`config.mk`:
```
export PLATFORM = sky130hd
export DESIGN_NAME = multdiv_scheduler_flat
export DESIGN_NICKNAME = d
export VERILOG_FILES = /design/src/rtl/multdiv_scheduler_pkg.sv /design/src/rtl/multdiv_scheduler_if.sv /design/src/rtl/multdiv_scheduler_md_hazard_cmp.sv /design/src/rtl/multdiv_scheduler.sv /design/src/flat_wrapper.sv
export SDC_FILE = /design/constraint.sdc
export NUM_CORES = 1
export LEC_CHECK = 0
export CAP_MARGIN = 10
export CELL_PAD_IN_SITES_DETAIL_PLACEMENT = 1
export CELL_PAD_IN_SITES_GLOBAL_PLACEMENT = 2
export CORE_MARGIN = 8
export CORE_UTILIZATION = 39
export DETAILED_ROUTE_END_ITERATION = 12
export DONT_BUFFER_PORTS = 1
export PLACE_DENSITY_LB_ADDON = 0.15
export SYNTH_ARGS = -nofsm -noshare
export SYNTH_HDL_FRONTEND = slang
export SYNTH_SLANG_ARGS = --single-unit
```
`constraint.sdc`:
```
create_clock -name clock -period 2.46 [get_ports clock]
set_input_delay 0.492 -clock clock [delete_from_list [all_inputs] [get_ports clock]]
set_output_delay 0.492 -clock clock [all_outputs]
set_load 0.005 [all_outputs]
```
`src/rtl/multdiv_scheduler_pkg.sv`:
```
// Shared control constants for the mul/div scheduler: FSM encoding, ALU_op codes
// and the default exception destination/codes.
package multdiv_scheduler_pkg;

  localparam logic [1:0] ST_IDLE  = 2'd0;
  localparam logic [1:0] ST_START = 2'd1;
  localparam logic [1:0] ST_BUSY  = 2'd2;
  localparam logic [1:0] ST_WB    = 2'd3;

  localparam logic [4:0] ALU_OP_MUL = 5'b00110;
  localparam logic [4:0] ALU_OP_DIV = 5'b00111;

  localparam logic [4:0]  RSTATUS_REG_DEF  = 5'd30;
  localparam logic [31:0] MUL_EXC_CODE_DEF = 32'd4;
  localparam logic [31:0] DIV_EXC_CODE_DEF = 32'd5;

endpackage

```
`src/rtl/multdiv_scheduler_if.sv`:
```
// Link between the scheduler (master) and the iterative mul/div unit (slave).
// Handshake: the master pulses md_ctrl_mult/md_ctrl_div for one cycle with md_a/md_b
// stable; the slave raises md_ready (with md_result/md_exception valid) for a cycle
// when done, and the master consumes it on that edge; md_a/md_b stay put until idle.
interface multdiv_scheduler_if;
  logic        md_ctrl_mult;
  logic        md_ctrl_div;
  logic [31:0] md_a;
  logic [31:0] md_b;
  logic [31:0] md_result;
  logic        md_exception;
  logic        md_ready;

  modport master (
    output md_ctrl_mult, md_ctrl_div, md_a, md_b,
    input  md_result, md_exception, md_ready
  );

  modport slave (
    input  md_ctrl_mult, md_ctrl_div, md_a, md_b,
    output md_result, md_exception, md_ready
  );
endinterface

```
`src/rtl/multdiv_scheduler_md_hazard_cmp.sv`:
```
// RAW compare of the two D-stage sources against one in-flight destination;
// r0 never creates a hazard since it is never written.
module md_hazard_cmp (
    input  logic [4:0] rs,
    input  logic [4:0] rt,
    input  logic [4:0] rd,
    output logic       hit
);
    assign hit = (rd != 5'd0) && ((rs == rd) || (rt == rd));
endmodule

```
`src/rtl/multdiv_scheduler.sv`:
```
// Sequences the shared iterative mul/div unit beside X: latch, start pulse, wait,
// single writeback (to $rstatus on exception/timeout), stalling dependents meanwhile.
module multdiv_scheduler
  import multdiv_scheduler_pkg::*;
#(
    parameter int          TIMEOUT_CYCLES = 40,
    parameter logic [4:0]  RSTATUS_REG    = RSTATUS_REG_DEF,
    parameter logic [31:0] MUL_EXC_CODE   = MUL_EXC_CODE_DEF,
    parameter logic [31:0] DIV_EXC_CODE   = DIV_EXC_CODE_DEF
) (
    input  logic                       clock,
    input  logic                       reset,
    input  logic                       ex_valid,
    input  logic                       ex_mul,
    input  logic                       ex_div,
    input  logic [4:0]                 ex_rd,
    input  logic [31:0]                ex_a,
    input  logic [31:0]                ex_b,
    input  logic                       dec_valid,
    input  logic [4:0]                 dec_rs,
    input  logic [4:0]                 dec_rt,
    input  logic                       flush,
    multdiv_scheduler_if.master        md,
    output logic                       stall,
    output logic                       busy,
    output logic                       wb_valid,
    output logic [4:0]                 wb_rd,
    output logic [31:0]                wb_data,
    output logic                       timeout_err,
    output logic [1:0]                 dbg_state
);

    localparam int CNT_W = $clog2(TIMEOUT_CYCLES + 1);

    logic [1:0]       state;
    logic [4:0]       busy_rd;
    logic             op_is_div;
    logic             exc_q;
    logic [CNT_W-1:0] cnt;
    logic [CNT_W:0]   cnt_inc;
    logic             timeout_hit;
    logic             issue;
    logic             md_op_in_x;
    logic [4:0]       cmp_rd;
    logic             raw_hit;

    assign md_op_in_x  = ex_valid && (ex_mul || ex_div);
    assign issue       = (state == ST_IDLE) && md_op_in_x && !flush;
    assign cnt_inc     = {1'b0, cnt} + (CNT_W + 1)'(1);
    assign timeout_hit = cnt_inc >= (CNT_W + 1)'(TIMEOUT_CYCLES);

    // Once an exception writeback is pending, dependents must wait on $rstatus, not rd.
    assign cmp_rd = ((state == ST_WB) && exc_q) ? RSTATUS_REG : busy_rd;

    md_hazard_cmp u_hazard_cmp (
        .rs  (dec_rs),
        .rt  (dec_rt),
        .rd  (cmp_rd),
        .hit (raw_hit)
    );

    assign busy      = (state != ST_IDLE);
    assign stall     = busy && (md_op_in_x || (dec_valid && raw_hit));
    assign dbg_state = state;

    assign md.md_ctrl_mult = (state == ST_START) && !op_is_div;
    assign md.md_ctrl_div  = (state == ST_START) && op_is_div;

    always_ff @(posedge clock or negedge reset) begin
        if (!reset) begin
            state       <= ST_IDLE;
            md.md_a     <= '0;
            md.md_b     <= '0;
            busy_rd     <= '0;
            op_is_div   <= 1'b0;
            exc_q       <= 1'b0;
            cnt         <= '0;
            timeout_err <= 1'b0;
            wb_valid    <= 1'b0;
            wb_rd       <= '0;
            wb_data     <= '0;
        end else begin
            wb_valid <= 1'b0;
            case (state)
                ST_IDLE: begin
                    if (issue) begin
                        state     <= ST_START;
                        md.md_a   <= ex_a;
                        md.md_b   <= ex_b;
                        busy_rd   <= ex_rd;
                        op_is_div <= !ex_mul;
                    end
                end
                ST_START: begin
                    state <= ST_BUSY;
                    cnt   <= '0;
                end
                ST_BUSY: begin
                    cnt <= (cnt == {CNT_W{1'b1}}) ? cnt : cnt_inc[CNT_W-1:0];
                    if (md.md_ready || timeout_hit) begin
                        // Ready wins over a coincident timeout.
                        state <= ST_WB;
                        exc_q <= md.md_ready ? md.md_exception : 1'b1;
                        if (!md.md_ready) timeout_err <= 1'b1;
                        if (!md.md_ready || md.md_exception) begin
                            wb_valid <= 1'b1;
                            wb_rd    <= RSTATUS_REG;
                            wb_data  <= op_is_div ? DIV_EXC_CODE : MUL_EXC_CODE;
                        end else begin
                            wb_valid <= (busy_rd != 5'd0);
                            wb_rd    <= busy_rd;
                            wb_data  <= md.md_result;
                        end
                    end
                end
                default: begin
                    state <= ST_IDLE;
                    exc_q <= 1'b0;
                end
            endcase
        end
    end

endmodule

```
`src/flat_wrapper.sv`:
```
// flat-port wrapper written by rule: the top's interface ports become plain ports
module multdiv_scheduler_flat import multdiv_scheduler_pkg::*;
#(
    parameter int          TIMEOUT_CYCLES = 40,
    parameter logic [4:0]  RSTATUS_REG    = RSTATUS_REG_DEF,
    parameter logic [31:0] MUL_EXC_CODE   = MUL_EXC_CODE_DEF,
    parameter logic [31:0] DIV_EXC_CODE   = DIV_EXC_CODE_DEF
)
  (clock, reset, ex_valid, ex_mul, ex_div, ex_rd, ex_a, ex_b, dec_valid, dec_rs, dec_rt, flush, stall, busy, wb_valid, wb_rd, wb_data, timeout_err, dbg_state, md_md_ctrl_mult, md_md_ctrl_div, md_md_a, md_md_b, md_md_result, md_md_exception, md_md_ready);
  multdiv_scheduler_if md_i ();
  input  logic clock;
  input  logic reset;
  input  logic ex_valid;
  input  logic ex_mul;
  input  logic ex_div;
  input  logic [4:0] ex_rd;
  input  logic [31:0] ex_a;
  input  logic [31:0] ex_b;
  input  logic dec_valid;
  input  logic [4:0] dec_rs;
  input  logic [4:0] dec_rt;
  input  logic flush;
  output logic stall;
  output logic busy;
  output logic wb_valid;
  output logic [4:0] wb_rd;
  output logic [31:0] wb_data;
  output logic timeout_err;
  output logic [1:0] dbg_state;
  output wire logic [$bits(md_i.md_ctrl_mult)-1:0] md_md_ctrl_mult;
  output wire logic [$bits(md_i.md_ctrl_div)-1:0] md_md_ctrl_div;
  output wire logic [$bits(md_i.md_a)-1:0] md_md_a;
  output wire logic [$bits(md_i.md_b)-1:0] md_md_b;
  input wire logic [$bits(md_i.md_result)-1:0] md_md_result;
  input wire logic [$bits(md_i.md_exception)-1:0] md_md_exception;
  input wire logic [$bits(md_i.md_ready)-1:0] md_md_ready;
  assign md_md_ctrl_mult = md_i.md_ctrl_mult;
  assign md_md_ctrl_div = md_i.md_ctrl_div;
  assign md_md_a = md_i.md_a;
  assign md_md_b = md_i.md_b;
  assign md_i.md_result = md_md_result;
  assign md_i.md_exception = md_md_exception;
  assign md_i.md_ready = md_md_ready;
  multdiv_scheduler #(.TIMEOUT_CYCLES(TIMEOUT_CYCLES), .RSTATUS_REG(RSTATUS_REG), .MUL_EXC_CODE(MUL_EXC_CODE), .DIV_EXC_CODE(DIV_EXC_CODE)) u_core (.clock(clock), .reset(reset), .ex_valid(ex_valid), .ex_mul(ex_mul), .ex_div(ex_div), .ex_rd(ex_rd), .ex_a(ex_a), .ex_b(ex_b), .dec_valid(dec_valid), .dec_rs(dec_rs), .dec_rt(dec_rt), .flush(flush), .md(md_i), .stall(stall), .busy(busy), .wb_valid(wb_valid), .wb_rd(wb_rd), .wb_data(wb_data), .timeout_err(timeout_err), .dbg_state(dbg_state));
endmodule
```
==> metrics.txt <==
status finished with violations; failing checks negative hold slack, negative setup slack; Slowest cell on crit path or3_1; Cell Rows 40; met1 usage 0.168; Max Root-Sink Buffers 2; TNS Setup -165 ps; Synth Net Count 475; Die ar. between 15000 and 20000 sq um; routing usage on met3 0.0961; DR iter-0 viols roughly 190; switching power between 2 and 2.5 mW; sequential area share after synthesis 0.609; unrepaired setup endpoints after global routing true; Gate power share 0.228; Hold Vio Cnt, Final between 100 and 150; Gate Count Post-Synth 350; reg-to-reg setup timing slack approximately 260 ps; Vias/cell 5.47; Reg-to-Reg End u_core.md.md_b[9]$_DFFE_PN0P_; Port Buf Inserts 0; floorplan core area 12100 sq um; post-detailed-routing wire length 13300 microns; Area after DPL between 5000 and 6000 sq um; Total GRT Usage 0.164; Design Area, Final 5680 sq um; Initial DRT Pass Iterations 4; Area Growth Syn to Fin 17.0%; maximum clock rate roughly 380 MHz; commonest non-fill, non-tap cell in the layout dfrtp_1; vias in the first global route approximately 3300; Final HPWL DP roughly 9700 microns; Slew @ Worst Pin roughly 690 ps; clk root buf clkbuf_16; sequential power share 0.473; clock network fraction of design power 0.299; max-slew violations 0; via count 2967; biggest area consumer among synthesized cells dfrtp_1; clock-pin slew on the worst setup and hold paths roughly 50 ps; Post-synth EDFFs 0; Setup-failing EPs final 1; FF-to-FF path depth 7; initial antenna violation count 0; Worst Slack Setup Final -165 ps; crit path to stall; Setup Skew around 3.8 ps; Sw Share 0.310; DRC 0; first-pass GRT wire length 19900 microns; Worst Path Required 1970 ps; Cell variety after synth 47; Starting Density 0.402; largest net degree at the start of global routing around 120; CP Launch Type flip-flop; ys flop type dfrtp_1; GR Util met2 0.263; total gr overflow 0; worst skew pair latency slightly above 400 ps; CTS tree yes; Synth area leaders dfrtp_1, mux2_2, a22o_1; Die W 128 microns; Most Used Layer, Global Route met2; number of diodes 0; share of layout cells above drive strength 1 0.334; number of fill cells around 1200; IO Pins 229; CP startpoint u_core.dbg_state[1]$_DFFE_PN0P_; P_leak roughly 2.5 nW; number of setup buffers added after CTS 0; CP max stage delay 380 ps; final period utilization 1.07; Async S/R FF share, synth 1.00; Reg2Reg Launch Point u_core.dbg_state[1]$_DFFE_PN0P_; commonest cells after routing, fill and taps aside dfrtp_1, mux2_2, a22o_1, clkbuf_16; Worst Hold Class primary input to asynchronous set/reset pin; Hold Slack -224 ps; Slew HR 0.535; FF+latch count, synth ~120; crit path DAT between 2000 and 2500 ps; Buf/Inv on CP 2; clock sinks around 120; P per Cell Area ~1400 nW/um^2; routability cong. 0.756; worst vdd ir between 0.6 and 0.7 mV; WP depth 8; drt wl/cell around 25 microns; nets just under 500; H-tree levels 4; CP max FO 11; most numerous cell on the critical path buf_4; Die Y around 130 microns; minimum clock period roughly 2600 ps; mean post-synth cell area ~14 sq um; post-synth top area share 0.609; Internal about 5.4 mW; Setup crit end kind output pin; Synth Cell Area around 4900 sq um; kind of cell adding the most delay to the critical path simple AND/OR/NAND/NOR gates; Setup Crit Path Kind flip-flop to output pin; final antenna-violating net count 0; critical-path cell list ha_2 > and2_4 > buf_4 > nor3_1 > or3_1 > a31oi_1 > o31ai_2 > buf_4; CTS buffer count 17; Ys Warns 0; Max-Cap Viols 0
[Yosys cell counts (6+ instances only)]
cell / n
nand3_1: 7
o22a_1: 6
a21oi_1: 7
mux2_2: 69
a22o_1: 32
clkbuf_1: 6
dfrtp_1: 118
buf_2: 10
nand2_1: 12
o21ai_0: 9
[layer usage]
layer | up-vias | share of wire
li1 | 1308 | -
met1 | 1490 | 0.35
met2 | 152 | 0.49
met3 | 17 | 0.14
met4 | 0 | 0.019
met5 | - | 0
[kinds of logic after synthesis]
group | count (synthesis) | share of synthesized area
compound gates | 73 | 0.116
fa+ha+maj | 5 | 0.0129
flops | 118 | 0.609
buf+inv | 26 | 0.0297
xor+xnor | 5 | 0.00903
simple gates | 52 | 0.0591
mux | 71 | 0.165
[cell type report]
type	instances	area [sq um]	share of cell area
Inverter	5	18.8	0.00331
Sequential cell	118	2950	0.521
Multi-Input combinational cell	206	1800	0.317
Tap cell	168	210	0.0370
Timing Repair Buffer	14	130	0.0229
Clock inverter	10	105	0.0185
Clock buffer	21	460	0.0811
[state kept, by name, summed over array words and instances, names as in the netlist]
name / count
u_core.cnt: 6
u_core.wb_data: 32
u_core.md.md_a: 32
u_core.wb_rd: 5
u_core.md.md_b: 32
u_core.timeout_err: 1
u_core.op_is_div: 1
u_core.busy_rd: 5
u_core.dbg_state: 2
u_core.exc_q: 1
u_core.wb_valid: 1
[how the worst min path moves through the flow]
| stage | startpoint | endpoint | slack (ps) | cells past startpoint |
|---|---|---|---|---|
| global placement | reset | u_core.cnt[3]$_DFFE_PN0P_ | 200 | 0 |
| CTS | reset | u_core.cnt[2]$_DFFE_PN0P_ | -250 | 0 |
| global route | reset | u_core.cnt[2]$_DFFE_PN0P_ | -250 | 0 |
| floorplan | reset | u_core.busy_rd[0]$_DFFE_PN0P_ | 200 | 0 |
| finish | reset | u_core.cnt[2]$_DFFE_PN0P_ | -220 | 0 |
| detailed placement | reset | u_core.cnt[0]$_DFFE_PN0P_ | 200 | 0 |
[worst register-to-register path: cells and delay by family (launching register included)]
family	cells	cell delay (ps)
muxes	1	470
adders and majority gates	1	270
DFF	1	380
buffers and inverters	4	690
and+or+nand+nor	1	280
[timing repair]
| item | in CTS | in global routing |
|---|---|---|
| setup endpoints to repair | 1 | 1 |
| pin swaps | 2 | 2 |
| cloned | 0 | 0 |
| endpoints found under the hold margin | 118 | 118 |
| resized for setup | 4 | 6 |
[stage by stage]
stage               setup slack [ps]  power [mW]   util  instances  hold slack, ps
finish                          -165        7.88  0.471        542            -224
global route                    -265        8.37  0.471        542            -252
CTS                             -284        8.00  0.468        542            -249
detailed placement               102        5.56  0.421        511             202
global placement                 210        5.46  0.421        511             201
floorplan                        312        4.87      -        350             196
[power groups by stage]
| stage | clock network, mW | registers (mW) | logic (mW) |
|---|---|---|---|
| detailed placement | 0 | 3.77 | 1.78 |
| CTS | 2.43 | 3.76 | 1.81 |
| global route | 2.51 | 3.87 | 1.99 |
| global placement | 0 | 3.77 | 1.69 |
| finish | 2.35 | 3.73 | 1.80 |
| floorplan | 0 | 3.42 | 1.45 |
No activity file was read; power rests on OpenSTA's default activity.
